--- src/rtl/mash111_ddsm_pkg.sv ---
// Shared constants for the MASH 1-1-1 delta-sigma modulator.
package mash111_ddsm_pkg;

    localparam int DDSM_FRAC_W      = 24;
    localparam int DDSM_OUT_W       = 4;
    localparam int DDSM_PHASE_W     = 12;
    localparam int DDSM_PHASE_SHIFT = 12;
    // Output range is -3..+5, so five bits hold the raw noise-shaped sum.
    localparam int DDSM_SUM_W       = 5;

endpackage

--- src/rtl/dsm_acc_stage.sv ---
// One MASH accumulator stage: acc + a + b, combinational sum/carry out for chaining.
// Accumulator updates on the rising edge only while i_en is high, otherwise it holds.
module dsm_acc_stage
    import mash111_ddsm_pkg::*;
#(
    parameter int W  = DDSM_FRAC_W,
    parameter int CW = 1
) (
    input  logic          i_clk,
    input  logic          i_rst_n,
    input  logic          i_en,
    input  logic [W-1:0]  i_a,
    input  logic [W-1:0]  i_b,
    output logic [W-1:0]  o_sum,
    output logic [CW-1:0] o_carry
);

    logic [W-1:0]    acc_q;
    logic [W-1:0]    acc_d;
    logic [W+CW-1:0] sum_full;

    always_comb begin
        sum_full = (W+CW)'(acc_q) + (W+CW)'(i_a) + (W+CW)'(i_b);
        acc_d    = i_en ? sum_full[W-1:0] : acc_q;
    end

    assign o_sum   = sum_full[W-1:0];
    assign o_carry = sum_full[W+CW-1:W];

    always_ff @(posedge i_clk or negedge i_rst_n) begin
        if (!i_rst_n) begin
            acc_q <= '0;
        end else begin
            acc_q <= acc_d;
        end
    end

endmodule

--- src/rtl/mash111_ddsm.sv ---
// MASH 1-1-1 fractional-N modulator with one-shot phase offset injection.
// One step per enabled cycle; o_dsm registered one cycle after the step and held while disabled.
module mash111_ddsm
    import mash111_ddsm_pkg::*;
#(
    parameter int FRAC_W = DDSM_FRAC_W,
    parameter int OUT_W  = DDSM_OUT_W
) (
    input  logic                     i_clk,
    input  logic                     i_rst_n,
    input  logic                     i_en,
    input  logic [7:0]               i_msb,
    input  logic [7:0]               i_isb,
    input  logic [7:0]               i_lsb,
    input  logic [DDSM_PHASE_W-1:0]  i_phaseadd,
    input  logic                     i_phaseadjusten,
    output logic signed [OUT_W-1:0]  o_dsm,
    output logic                     o_valid
);

    logic [FRAC_W-1:0] frac;
    logic [FRAC_W-1:0] phase_off;
    logic [FRAC_W-1:0] s1;
    logic [FRAC_W-1:0] s2;
    logic [FRAC_W-1:0] s3_unused;
    logic [1:0]        c1;
    logic              c2;
    logic              c3;

    logic adj_q, adj_d;
    logic pend_q, pend_d;
    logic adj_edge;
    logic c2_dly_q, c2_dly_d;
    logic c3_dly_q, c3_dly_d;
    logic c3_dly2_q, c3_dly2_d;
    logic signed [OUT_W-1:0]      dsm_q, dsm_d;
    logic                         vld_q, vld_d;
    logic signed [DDSM_SUM_W-1:0] dsm_sum;

    assign frac = FRAC_W'({i_msb, i_isb, i_lsb});

    always_comb begin
        adj_d    = i_phaseadjusten;
        adj_edge = i_phaseadjusten & ~adj_q;
        // A pending request absorbs further edges; it is consumed by the next enabled step.
        pend_d    = i_en ? 1'b0 : (pend_q | adj_edge);
        phase_off = (pend_q | adj_edge)
                  ? FRAC_W'({i_phaseadd, {DDSM_PHASE_SHIFT{1'b0}}}) : '0;

        c2_dly_d  = i_en ? c2       : c2_dly_q;
        c3_dly_d  = i_en ? c3       : c3_dly_q;
        c3_dly2_d = i_en ? c3_dly_q : c3_dly2_q;

        // Modulo-32 arithmetic; the true result always lies in -3..+5.
        dsm_sum = DDSM_SUM_W'(c1)
                + DDSM_SUM_W'(c2) - DDSM_SUM_W'(c2_dly_q)
                + DDSM_SUM_W'(c3) - (DDSM_SUM_W'(c3_dly_q) << 1) + DDSM_SUM_W'(c3_dly2_q);
        dsm_d = i_en ? OUT_W'(dsm_sum) : dsm_q;
        vld_d = i_en;
    end

    dsm_acc_stage #(.W(FRAC_W), .CW(2)) u_stage1 (
        .i_clk   (i_clk),
        .i_rst_n (i_rst_n),
        .i_en    (i_en),
        .i_a     (frac),
        .i_b     (phase_off),
        .o_sum   (s1),
        .o_carry (c1)
    );

    dsm_acc_stage #(.W(FRAC_W), .CW(1)) u_stage2 (
        .i_clk   (i_clk),
        .i_rst_n (i_rst_n),
        .i_en    (i_en),
        .i_a     (s1),
        .i_b     ('0),
        .o_sum   (s2),
        .o_carry (c2)
    );

    dsm_acc_stage #(.W(FRAC_W), .CW(1)) u_stage3 (
        .i_clk   (i_clk),
        .i_rst_n (i_rst_n),
        .i_en    (i_en),
        .i_a     (s2),
        .i_b     ('0),
        .o_sum   (s3_unused),
        .o_carry (c3)
    );

    always_ff @(posedge i_clk or negedge i_rst_n) begin
        if (!i_rst_n) begin
            adj_q     <= 1'b0;
            pend_q    <= 1'b0;
            c2_dly_q  <= 1'b0;
            c3_dly_q  <= 1'b0;
            c3_dly2_q <= 1'b0;
            dsm_q     <= '0;
            vld_q     <= 1'b0;
        end else begin
            adj_q     <= adj_d;
            pend_q    <= pend_d;
            c2_dly_q  <= c2_dly_d;
            c3_dly_q  <= c3_dly_d;
            c3_dly2_q <= c3_dly2_d;
            dsm_q     <= dsm_d;
            vld_q     <= vld_d;
        end
    end

    assign o_dsm   = dsm_q;
    assign o_valid = vld_q;

endmodule

--- config.mk ---
export PLATFORM = sky130hd
export DESIGN_NAME = mash111_ddsm
export DESIGN_NICKNAME = d
export VERILOG_FILES = /design/src/rtl/mash111_ddsm_pkg.sv /design/src/rtl/dsm_acc_stage.sv /design/src/rtl/mash111_ddsm.sv
export SDC_FILE = /design/constraint.sdc
export NUM_CORES = 1
export LEC_CHECK = 0
export ABC_CLOCK_PERIOD_IN_PS = 9180
export BUFFER_PORTS_ARGS = -buffer_cell sky130_fd_sc_hd__buf_2
export CELL_PAD_IN_SITES_DETAIL_PLACEMENT = 0
export CELL_PAD_IN_SITES_GLOBAL_PLACEMENT = 1
export CORE_ASPECT_RATIO = 2
export CORE_UTILIZATION = 44
export DETAILED_ROUTE_END_ITERATION = 10
export GPL_ROUTABILITY_DRIVEN = 0
export HOLD_SLACK_MARGIN = 0.08
export PLACE_DENSITY = 0.8
export SETUP_SLACK_MARGIN = 0.4
export SLEW_MARGIN = 10
export SYNTH_ARGS = -nofsm -noshare
export SYNTH_HDL_FRONTEND = slang
export SYNTH_HIERARCHICAL = 1
export SYNTH_SLANG_ARGS = --single-unit
--- constraint.sdc ---
create_clock -name i_clk -period 9.18 [get_ports i_clk]
set_input_delay 1.377 -clock i_clk [delete_from_list [all_inputs] [get_ports i_clk]]
set_output_delay 1.377 -clock i_clk [all_outputs]
set_load 0.02 [all_outputs]
==> flow_summary.toml <==
[clocking]
clock-root-buffer = "clkbuf_16"
cts_sinks = 82
path_clk_slew_ns = 0.07
ctsHoldBuffers = 0
clk_latency_ns = 0.37
h-tree-depth = 3
clock_path_buffers = 2
cts_tree = "done"
cts_inserted_buffers = 9

[die]
coreArea_mm2 = 0.0200
die_area_mm2 = 0.0211
dieWidth_um = 103
num_rows = 73
start_util_pct = 45.1
die_y_um = 204
pin_count = 45

[routing]
wl_met1_um = 9060
drc = 0
wl_met3_um = 453
finalWirelength_um = 23900
drtPass1Iterations = 5
met2_length_um = 13100
vias_per_cell = 5.36
postRouteAntennaNets = 0
wl_per_cell_um = 16.6
top_layer_used = "met4"
vias = 7731
initialDrtViolationCount = 257

[setup_path]
worstSetupPathType = "input port to flip-flop"
cp_num_cells = 33
worst-path-max-fanout = 4
required_ns = 9.43
critical-path-top-cell-by-count = "fa_1"
reg2reg_depth = 33
crit_path_start_kind = "input port"
cp-end-kind = "flip-flop"
worst-path-buf-inv = 4
crit_arrival_ns = 8.74
crit_family = "adder cells"
slowest_stage = "fa_1"
critPathMaxStageDelay_ns = 0.59

[grt]
grt_pass1_wl_um = 38500
grtUsageTotal_pct = 24.2
grt_max_degree = 79
antenna_found_initial = 1
overflow = 0
grt_pass1_vias = 8189

[layout]
num-fill-cells = 1775
final_util_pct = 59.1
drive_gt1_share_pct = 34.2
syn_to_final_growth_pct = 31.1
fin_area_mm2 = 0.0118
fin_nets = 1364

[synth]
avgSynthCellArea_um2 = 9.77
netlist_area_mm2 = 0.00902
yosysWarnings = 6
synth_cells = 923

[timing]
rsz0062_at_grt = "false"
finalSetupViolCount = 0
final.min_clock_period_ns = 8.49
maxSlewHeadroom_pct = 39.0
timing.final.hold_violations = 0
report.final.slew_viol_count = 0
final.period_utilization_pct = 92.5
holdWs_ns = 0.507
worst_slack_ns = 0.690
fmaxAchievable_mhz = 118
tightest_slew_ns = 0.915
fin_skew_ns = 0.0102

[run_status]
status = "finished, final reports clean"

[place]
io_buffer_count = 44
post-place-ws_ns = -0.303
hpwlAfterDp_um = 19000
dpl-instance-area_mm2 = 0.0108

[worst_hold_path]
worst_hold_path.num_cells = 1
worst_hold_path_type = "flip-flop to flip-flop"

[run]
cap_viol_max_count = 0
-- path summary, 6_finish.rpt --
kind / from / to / slack [ns]
max: i_lsb[1] / o_dsm[2] / 0.69
min: o_dsm[3] / o_dsm[3] / 0.51
max reg2reg: pend_q / o_dsm[2] / 1.39
min reg2reg: o_dsm[3] / o_dsm[3] / 0.51
max in group asynchronous: i_rst_n / u_stage1/acc_q[6] / 7.13
min in group asynchronous: i_rst_n / c2_dly_q / 0.96
-- cell usage in the layout, fill, tap and decap left out, types with 17 or more instances in the layout --
| master | n |
|---|---|
| o21ai_0 | 21 |
| a21oi_1 | 59 |
| mux2_2 | 40 |
| fa_1 | 76 |
| dfrtp_1 | 82 |
| inv_1 | 50 |
| xor2_1 | 17 |
| conb_1 | 60 |
| a21o_1 | 28 |
| ha_1 | 54 |
| xnor2_1 | 25 |
| buf_2 | 42 |
| nor2_1 | 40 |
| nand3_1 | 21 |
| a21oi_2 | 22 |
| buf_4 | 174 |
| nand2_1 | 66 |
-- worst register-to-register path, delay by kind of cell, from the launching register on --
family | cells | cell delay (ns)
AND/OR/NAND/NOR | 6 | 0.91
XOR/XNOR | 4 | 0.65
buffers and inverters | 5 | 0.62
AO/OA/AOI/OAI | 8 | 1.42
flip-flops | 1 | 0.36
multiplexers | 1 | 0.25
adder cells (fa/ha/maj) | 9 | 3.45
-- per-stage QoR --
stage,setup TNS (ns),instances
after detailed placement,-0.505,1409
after global routing,0,1442
after floorplan,0,982
after CTS,0,1434
final,0,1442
after global placement,-0.280,1409
-- final cells by class --
cell class | instances | area, um^2 | share of cell area, %
tap | 262 | 328 | 2.77
inverter | 52 | 195 | 1.65
multi-input combinational | 811 | 7380 | 62.4
antenna | 1 | 2.50 | 0.0212
timing repair buffer | 218 | 1550 | 13.1
clock inverter | 7 | 98.8 | 0.836
clock buffer | 9 | 225 | 1.90
sequential | 82 | 2050 | 17.3
-- registers in the layout (all words and copies together), names as in the netlist --
name / flops
u_stage3/acc_q: 24
c3_dly2_q: 1
u_stage1/acc_q: 24
c3_dly_q: 1
u_stage2/acc_q: 24
c2_dly_q: 1
pend_q: 1
o_dsm: 4
o_valid: 1
adj_q: 1
-- per-layer routing --
layer / up-vias / GRT usage, %
li1: 3776 / -
met1: 3774 / 25.4
met2: 121 / 44.3
met3: 60 / 2.97
met4: 0 / 14.6
met5: - / 0
-- repair_timing --
item	4_1_cts	5_1_grt
setup buffers	9	7
pin swaps	25	55
gates resized for setup	34	68
setup endpoints to repair	2	4
Power is not shown: default switching activity piles up to over one toggle a cycle in this logic, so the estimate is an artifact.
